[config.mk]
export PLATFORM = sky130hd
export DESIGN_NAME = ob_writeback_dma
export DESIGN_NICKNAME = d
export VERILOG_FILES = /design/src/rtl/ob_writeback_dma.sv
export SDC_FILE = /design/constraint.sdc
export NUM_CORES = 1
export LEC_CHECK = 0
export ABC_AREA = 1
export CAP_MARGIN = 20
export CORE_AREA = 8 8 263 265
export CTS_CLUSTER_SIZE = 16
export DETAILED_ROUTE_END_ITERATION = 8
export DIE_AREA = 0 0 271 273
export PLACE_DENSITY = 0.77
export SLEW_MARGIN = 20
export SYNTH_ARGS = -nofsm -noshare
export SYNTH_HDL_FRONTEND = slang
export SYNTH_SLANG_ARGS = --single-unit
[constraint.sdc]
create_clock -name clk -period 4.01 [get_ports clk]
set_input_delay 0.802 -clock clk [delete_from_list [all_inputs] [get_ports clk]]
set_output_delay 0.802 -clock clk [all_outputs]
set_load 0.03 [all_outputs]
[src/rtl/ob_writeback_dma.sv]
`default_nettype none
// ============================================================================
// Module   : ob_writeback_dma
// Purpose  : Drains Output Buffer rows after a GEMM tile and serialises each
//            row into single-word write beats with a programmable row stride.
// Revision : 1.0 - initial release
// ============================================================================
module ob_writeback_dma #(
   parameter int SYSTOLIC_ARRAY_WIDTH = 16,
   parameter int DATA_WIDTH_ACCUM     = 32,
   parameter int ADDR_WIDTH           = 10,
   parameter int EXT_ADDR_WIDTH       = 32
) (
   input  logic                                clk,
   input  logic                                rst_n,
   input  logic                                cmd_start,
   input  logic [ADDR_WIDTH-1:0]               cmd_ob_base,
   input  logic [ADDR_WIDTH:0]                 cmd_num_rows,
   input  logic [$clog2(SYSTOLIC_ARRAY_WIDTH):0] cmd_num_cols,
   input  logic [EXT_ADDR_WIDTH-1:0]           cmd_dst_addr,
   input  logic [EXT_ADDR_WIDTH-1:0]           cmd_dst_stride,
   output logic [ADDR_WIDTH-1:0]               axim_rd_addr_out,
   output logic                                axim_rd_en_out,
   input  logic [DATA_WIDTH_ACCUM-1:0]         axim_rd_data_in [SYSTOLIC_ARRAY_WIDTH],
   output logic                                m_wr_valid,
   input  logic                                m_wr_ready,
   output logic [EXT_ADDR_WIDTH-1:0]           m_wr_addr,
   output logic [DATA_WIDTH_ACCUM-1:0]         m_wr_data,
   output logic                                m_wr_last,
   output logic                                busy,
   output logic                                done
);

   localparam int c_col_w = $clog2(SYSTOLIC_ARRAY_WIDTH) + 1;
   localparam int c_idx_w = $clog2(SYSTOLIC_ARRAY_WIDTH);
   localparam int c_bytes = DATA_WIDTH_ACCUM / 8;

   localparam logic [c_col_w-1:0]        c_full_cols = c_col_w'(SYSTOLIC_ARRAY_WIDTH);
   localparam logic [c_col_w-1:0]        c_col_one   = c_col_w'(1);
   localparam logic [ADDR_WIDTH:0]       c_row_one   = (ADDR_WIDTH+1)'(1);
   localparam logic [ADDR_WIDTH-1:0]     c_addr_one  = ADDR_WIDTH'(1);
   localparam logic [EXT_ADDR_WIDTH-1:0] c_byte_step = EXT_ADDR_WIDTH'(c_bytes);

   typedef enum logic [2:0] {
      S_IDLE = 3'd0,
      S_READ = 3'd1,
      S_CAPT = 3'd2,
      S_SEND = 3'd3,
      S_DONE = 3'd4
   } state_t;

   state_t                        r_state;
   state_t                        w_next;

   logic [ADDR_WIDTH:0]           r_num_rows;
   logic [ADDR_WIDTH:0]           r_row;
   logic [c_col_w-1:0]            r_eff_cols;
   logic [c_col_w-1:0]            r_col;
   logic [EXT_ADDR_WIDTH-1:0]     r_stride;
   logic [EXT_ADDR_WIDTH-1:0]     r_row_base;
   logic [ADDR_WIDTH-1:0]         r_rd_addr;
   logic [DATA_WIDTH_ACCUM-1:0]   r_rowreg [SYSTOLIC_ARRAY_WIDTH];

   logic [c_col_w-1:0]            w_cmd_eff_cols;
   logic                          w_col_last;
   logic                          w_row_last;
   logic [EXT_ADDR_WIDTH-1:0]     w_col_off;

   // A column request of zero or wider than the array means "whole row".
   assign w_cmd_eff_cols = (cmd_num_cols == '0 || cmd_num_cols > c_full_cols) ?
                           c_full_cols : cmd_num_cols;
   assign w_col_last     = (r_col + c_col_one) == r_eff_cols;
   assign w_row_last     = (r_row + c_row_one) == r_num_rows;
   assign w_col_off      = EXT_ADDR_WIDTH'(r_col) * c_byte_step;

   always_ff @(posedge clk or negedge rst_n) begin
      if (!rst_n) begin
         r_state <= S_IDLE;
      end else begin
         r_state <= w_next;
      end
   end

   always_comb begin
      w_next           = r_state;
      axim_rd_en_out   = 1'b0;
      axim_rd_addr_out = r_rd_addr;
      m_wr_valid       = 1'b0;
      m_wr_addr        = '0;
      m_wr_data        = '0;
      m_wr_last        = 1'b0;
      busy             = (r_state != S_IDLE);
      done             = 1'b0;
      case (r_state)
         S_IDLE: begin
            if (cmd_start) begin
               w_next = (cmd_num_rows == '0) ? S_DONE : S_READ;
            end
         end
         S_READ: begin
            axim_rd_en_out = 1'b1;
            w_next         = S_CAPT;
         end
         S_CAPT: begin
            w_next = S_SEND;
         end
         S_SEND: begin
            m_wr_valid = 1'b1;
            m_wr_addr  = r_row_base + w_col_off;
            m_wr_data  = r_rowreg[r_col[c_idx_w-1:0]];
            m_wr_last  = w_row_last && w_col_last;
            if (m_wr_ready && w_col_last) begin
               w_next = w_row_last ? S_DONE : S_READ;
            end
         end
         S_DONE: begin
            done   = 1'b1;
            w_next = S_IDLE;
         end
         default: begin
            w_next = S_IDLE;
         end
      endcase
   end

   always_ff @(posedge clk or negedge rst_n) begin
      if (!rst_n) begin
         r_num_rows <= '0;
         r_row      <= '0;
         r_eff_cols <= '0;
         r_col      <= '0;
         r_stride   <= '0;
         r_row_base <= '0;
         r_rd_addr  <= '0;
         for (int i = 0; i < SYSTOLIC_ARRAY_WIDTH; i++) begin
            r_rowreg[i] <= '0;
         end
      end else begin
         case (r_state)
            S_IDLE: begin
               if (cmd_start) begin
                  r_num_rows <= cmd_num_rows;
                  r_eff_cols <= w_cmd_eff_cols;
                  r_stride   <= cmd_dst_stride;
                  r_row_base <= cmd_dst_addr;
                  r_row      <= '0;
                  r_col      <= '0;
                  // Read address only moves when a read will follow; it holds otherwise.
                  if (cmd_num_rows != '0) begin
                     r_rd_addr <= cmd_ob_base;
                  end
               end
            end
            S_CAPT: begin
               for (int i = 0; i < SYSTOLIC_ARRAY_WIDTH; i++) begin
                  r_rowreg[i] <= axim_rd_data_in[i];
               end
            end
            S_SEND: begin
               if (m_wr_ready) begin
                  if (w_col_last) begin
                     r_col      <= '0;
                     r_row      <= r_row + c_row_one;
                     r_row_base <= r_row_base + r_stride;
                     if (!w_row_last) begin
                        r_rd_addr <= r_rd_addr + c_addr_one;
                     end
                  end else begin
                     r_col <= r_col + c_col_one;
                  end
               end
            end
            default: begin
            end
         endcase
      end
   end

endmodule
`default_nettype wire

==> results.sh <==
export IMPL_status="complete, no violations"
export IMPL_worst_path_buf_inv=3
export IMPL_clkPwrFrac=0.188
export IMPL_p_sw_mw=16.0
export IMPL_p_per_area_nw_per_um2=831
export IMPL_core_area_um2=65000
export IMPL_drive_above_1_share=0.0528
export IMPL_finClkSkew_ps=20.2
export IMPL_rsz0062_at_grt="true"
export IMPL_critPathMaxFanout=68
export IMPL_synth_top_cell_area_share=0.493
export IMPL_stdcell_count=5801
export IMPL_worst_slack_ps=21.0
export IMPL_gr_max_usage_layer="met2"
export IMPL_vias=32500
export IMPL_reg2reg_to="r_row[1]"
export IMPL_combPwrFrac=0.483
export IMPL_grt_use_met1=0.423
export IMPL_start_util=0.485
export IMPL_die_x_um=271
export IMPL_crit_path_top_delay_cell="dfrtp_4"
export IMPL_relSlewSlack=0.287
export IMPL_crit_path_frequent_cell="buf_16"
export IMPL_period_share=0.995
export IMPL_grt_pass1_wl_mm=196
export IMPL_endpoint="m_wr_data[16]"
export IMPL_critPathRequiredTime_ps=3210
export IMPL_syn_to_final_growth_pct=33.1
export IMPL_final_design_area_no_fill_um2=42000
export IMPL_synthDistinctLibCells=40
export IMPL_fmax_mhz=251
export IMPL_ys_seq_area_frac=0.493
export IMPL_syn_num_nets=4935
export IMPL_crit_path_start="r_col[0]"
export IMPL_r2r_start="r_col[3]"
export IMPL_max_cap_viol_count=0
export IMPL_synth_flop_cell="dfrtp_1"
export IMPL_dp_cells=5636
export IMPL_netlist_instances=4287
export IMPL_hold_path_class="input pin to async pin"
export IMPL_dr_pass1_iters=6
export IMPL_via_per_inst=5.61
export IMPL_placementRows=94
export IMPL_ys_async_sr_fraction=1.00
export IMPL_cts_sinks=621
export IMPL_io_pins=685
export IMPL_p_leak_nw=20.3
export IMPL_intPower_mw=18.9
export IMPL_hold_viol=0
export IMPL_clk_pin_slew_worst_paths_ps=60
export IMPL_synth_top_area_cell="dfrtp_1"
export IMPL_p_sw_frac=0.458
export IMPL_place_hpwl_mm=94.4
export IMPL_critPathTopFamily="compound AO/OA/AOI/OAI gates"
export IMPL_start_kind="flip-flop"
export IMPL_critPathCaptureType="output pin"
export IMPL_ir_drop_mv=0.602
export IMPL_r2r_slack_ps=790
export IMPL_slowest_delay_ps=460
export IMPL_grt_pass1_vias=32200
export IMPL_arrival_ps=3190
export IMPL_placed_cell_area_um2=39400
export IMPL_numPortBuffers=684
export IMPL_grt_overflow=0
export IMPL_pwr_share_seq=0.329
export IMPL_worst_r2r_cell_count=9
export IMPL_ys_ff_latch=621
export IMPL_syn_avg_cell_area_um2=7.36
export IMPL_route_detailed_drc=0
export IMPL_grt_max_degree=222
export IMPL_finalNetCount=5499
export IMPL_grt_use_met3=0.0849
export IMPL_cts_tree="yes"
export IMPL_drt_iter0_drc=3776
export IMPL_clkLatencyLatePin_ps=630
export IMPL_gr_usage_all_layers=0.342
export IMPL_netlist_top_cells_area="dfrtp_1, nand2_1, o21ai_0"
export IMPL_wl_mm=131
export IMPL_gp_congestion=1.00
export IMPL_synth_cell_area_um2=31500
export IMPL_cts_buffers=69
export IMPL_cts_root_buf="clkbuf_16"
export IMPL_antenna_found_initial=38
export IMPL_setup_viol=0
export IMPL_die_area_um2=74000
export IMPL_synth_edf_count=0
export IMPL_cp_num_cells=7
export IMPL_path_class="flip-flop to output pin"
export IMPL_place_ws_ps=285
export IMPL_drv_slew=0
export IMPL_period_needed_ps=3990
export IMPL_die_y_um=273
export IMPL_cts_max_level=3
export IMPL_wl_per_cell_um=22.6
export IMPL_path_cells="buf_16 -> buf_16 -> o21ai_0 -> o221ai_1 -> nand3_1 -> a21oi_1 -> buf_12"
export IMPL_tightestPinTransition_ps=1070
export IMPL_grtUsageMet2=0.551
export IMPL_ctsHoldBuffers=0
export IMPL_postRouteAntennaNets=0
export IMPL_clk_path_buf_depth=3
export IMPL_yosysWarnings=0
## stage by stage
| stage | TNS [ps] | total power, mW | hold slack [ps] | util |
|---|---|---|---|---|
| floorplan | 0 | 21.3 | 437 | - |
| global placement | 0 | 27.5 | 448 | 0.606 |
| detailed placement | 0 | 27.8 | 453 | 0.606 |
| CTS | -2.43 | 34.6 | 257 | 0.644 |
| global route | -176 | 37.2 | 255 | 0.646 |
| finish | 0 | 34.9 | 192 | 0.646 |
## layout make-up
class	count	area [um2]
antenna	34	85.1
clock buffer	105	2010
clock inverter	18	283
fill	5676	23000
inverter	106	427
multi-input combinational	3303	14700
sequential	621	15600
tap	864	1080
timing repair buffer	749	7850
timing repair inverter	1	8.76
## placed cells by master (no fill, tap or decap), drive strengths merged, types with 103 or more instances in the layout
cell,Yosys,final
clkbuf,227,107
buf,30,110
o21ai,352,352
nand2,1990,1990
a21oi,112,112
nor2,402,402
inv,106,110
nand3,103,103
clkdlybuf4s50,0,626
dfrtp,621,621
## cells in the mapped netlist, drive strengths merged, types with 2 or more instances
cell	n
nand2	1990
dfrtp	621
nor2	402
o21ai	352
clkbuf	227
a21oi	112
inv	106
nand3	103
o221ai	87
o22ai	53
o211ai	41
ha	40
buf	30
nand4	28
nor3	25
xor2	14
nand3b	12
a31oi	10
or2	7
xnor2	7
o21a	6
nor4	5
fa	2
## state kept, by name, summed over array words and instances, names as in the netlist
register and flops:
r_rowreg 512, r_row_base 32, r_stride 32, r_num_rows 11
r_row 11, axim_rd_addr_out 10, r_col 5, r_eff_cols 5
r_state 3
## layer usage
metal,up-vias,share of wire
met5,-,0.00035
met4,8,0.054
met3,329,0.091
met2,1702,0.47
met1,15500,0.38
li1,15000,-
## power by group through the flow
stage,logic [mW],registers [mW],clock network [mW]
3_5_place_dp,16.4,11.4,0
3_3_place_gp,16.1,11.4,0
6_report,16.8,11.5,6.56
4_1_cts,16.7,11.4,6.60
5_1_grt,18.6,11.8,6.85
2_1_floorplan,10.5,10.8,0
## kinds of logic after synthesis
logic type	count (synthesis)	synth area share
simple gates	2575	0.317
compound gates	665	0.123
flops	621	0.493
buf+inv	363	0.0443
fa+ha+maj	42	0.0171
xor+xnor	21	0.00583
## timing repair
| action | in CTS | in global routing |
|---|---|---|
| cloned | 3 | 0 |
| endpoints found under the setup margin | 47 | 26 |
| endpoints found under the hold margin | 0 | 0 |
| pin swaps | 1 | 2 |
| buffers inserted | 1 | 4 |
| resized for setup | 29 | 14 |
## worst min path at each step
stage	slack [ps]	from	to	cells past startpoint
final	190	rst_n	r_rowreg[95]	1
after global routing	260	rst_n	r_num_rows[6]	1
after global placement	450	r_rowreg[216]	r_rowreg[216]	2
after detailed placement	450	r_rowreg[74]	r_rowreg[74]	2
after floorplan	440	r_rowreg[110]	r_rowreg[110]	2
after CTS	260	rst_n	r_rowreg[386]	1
Note: power is estimated with default switching activity, not from simulation.
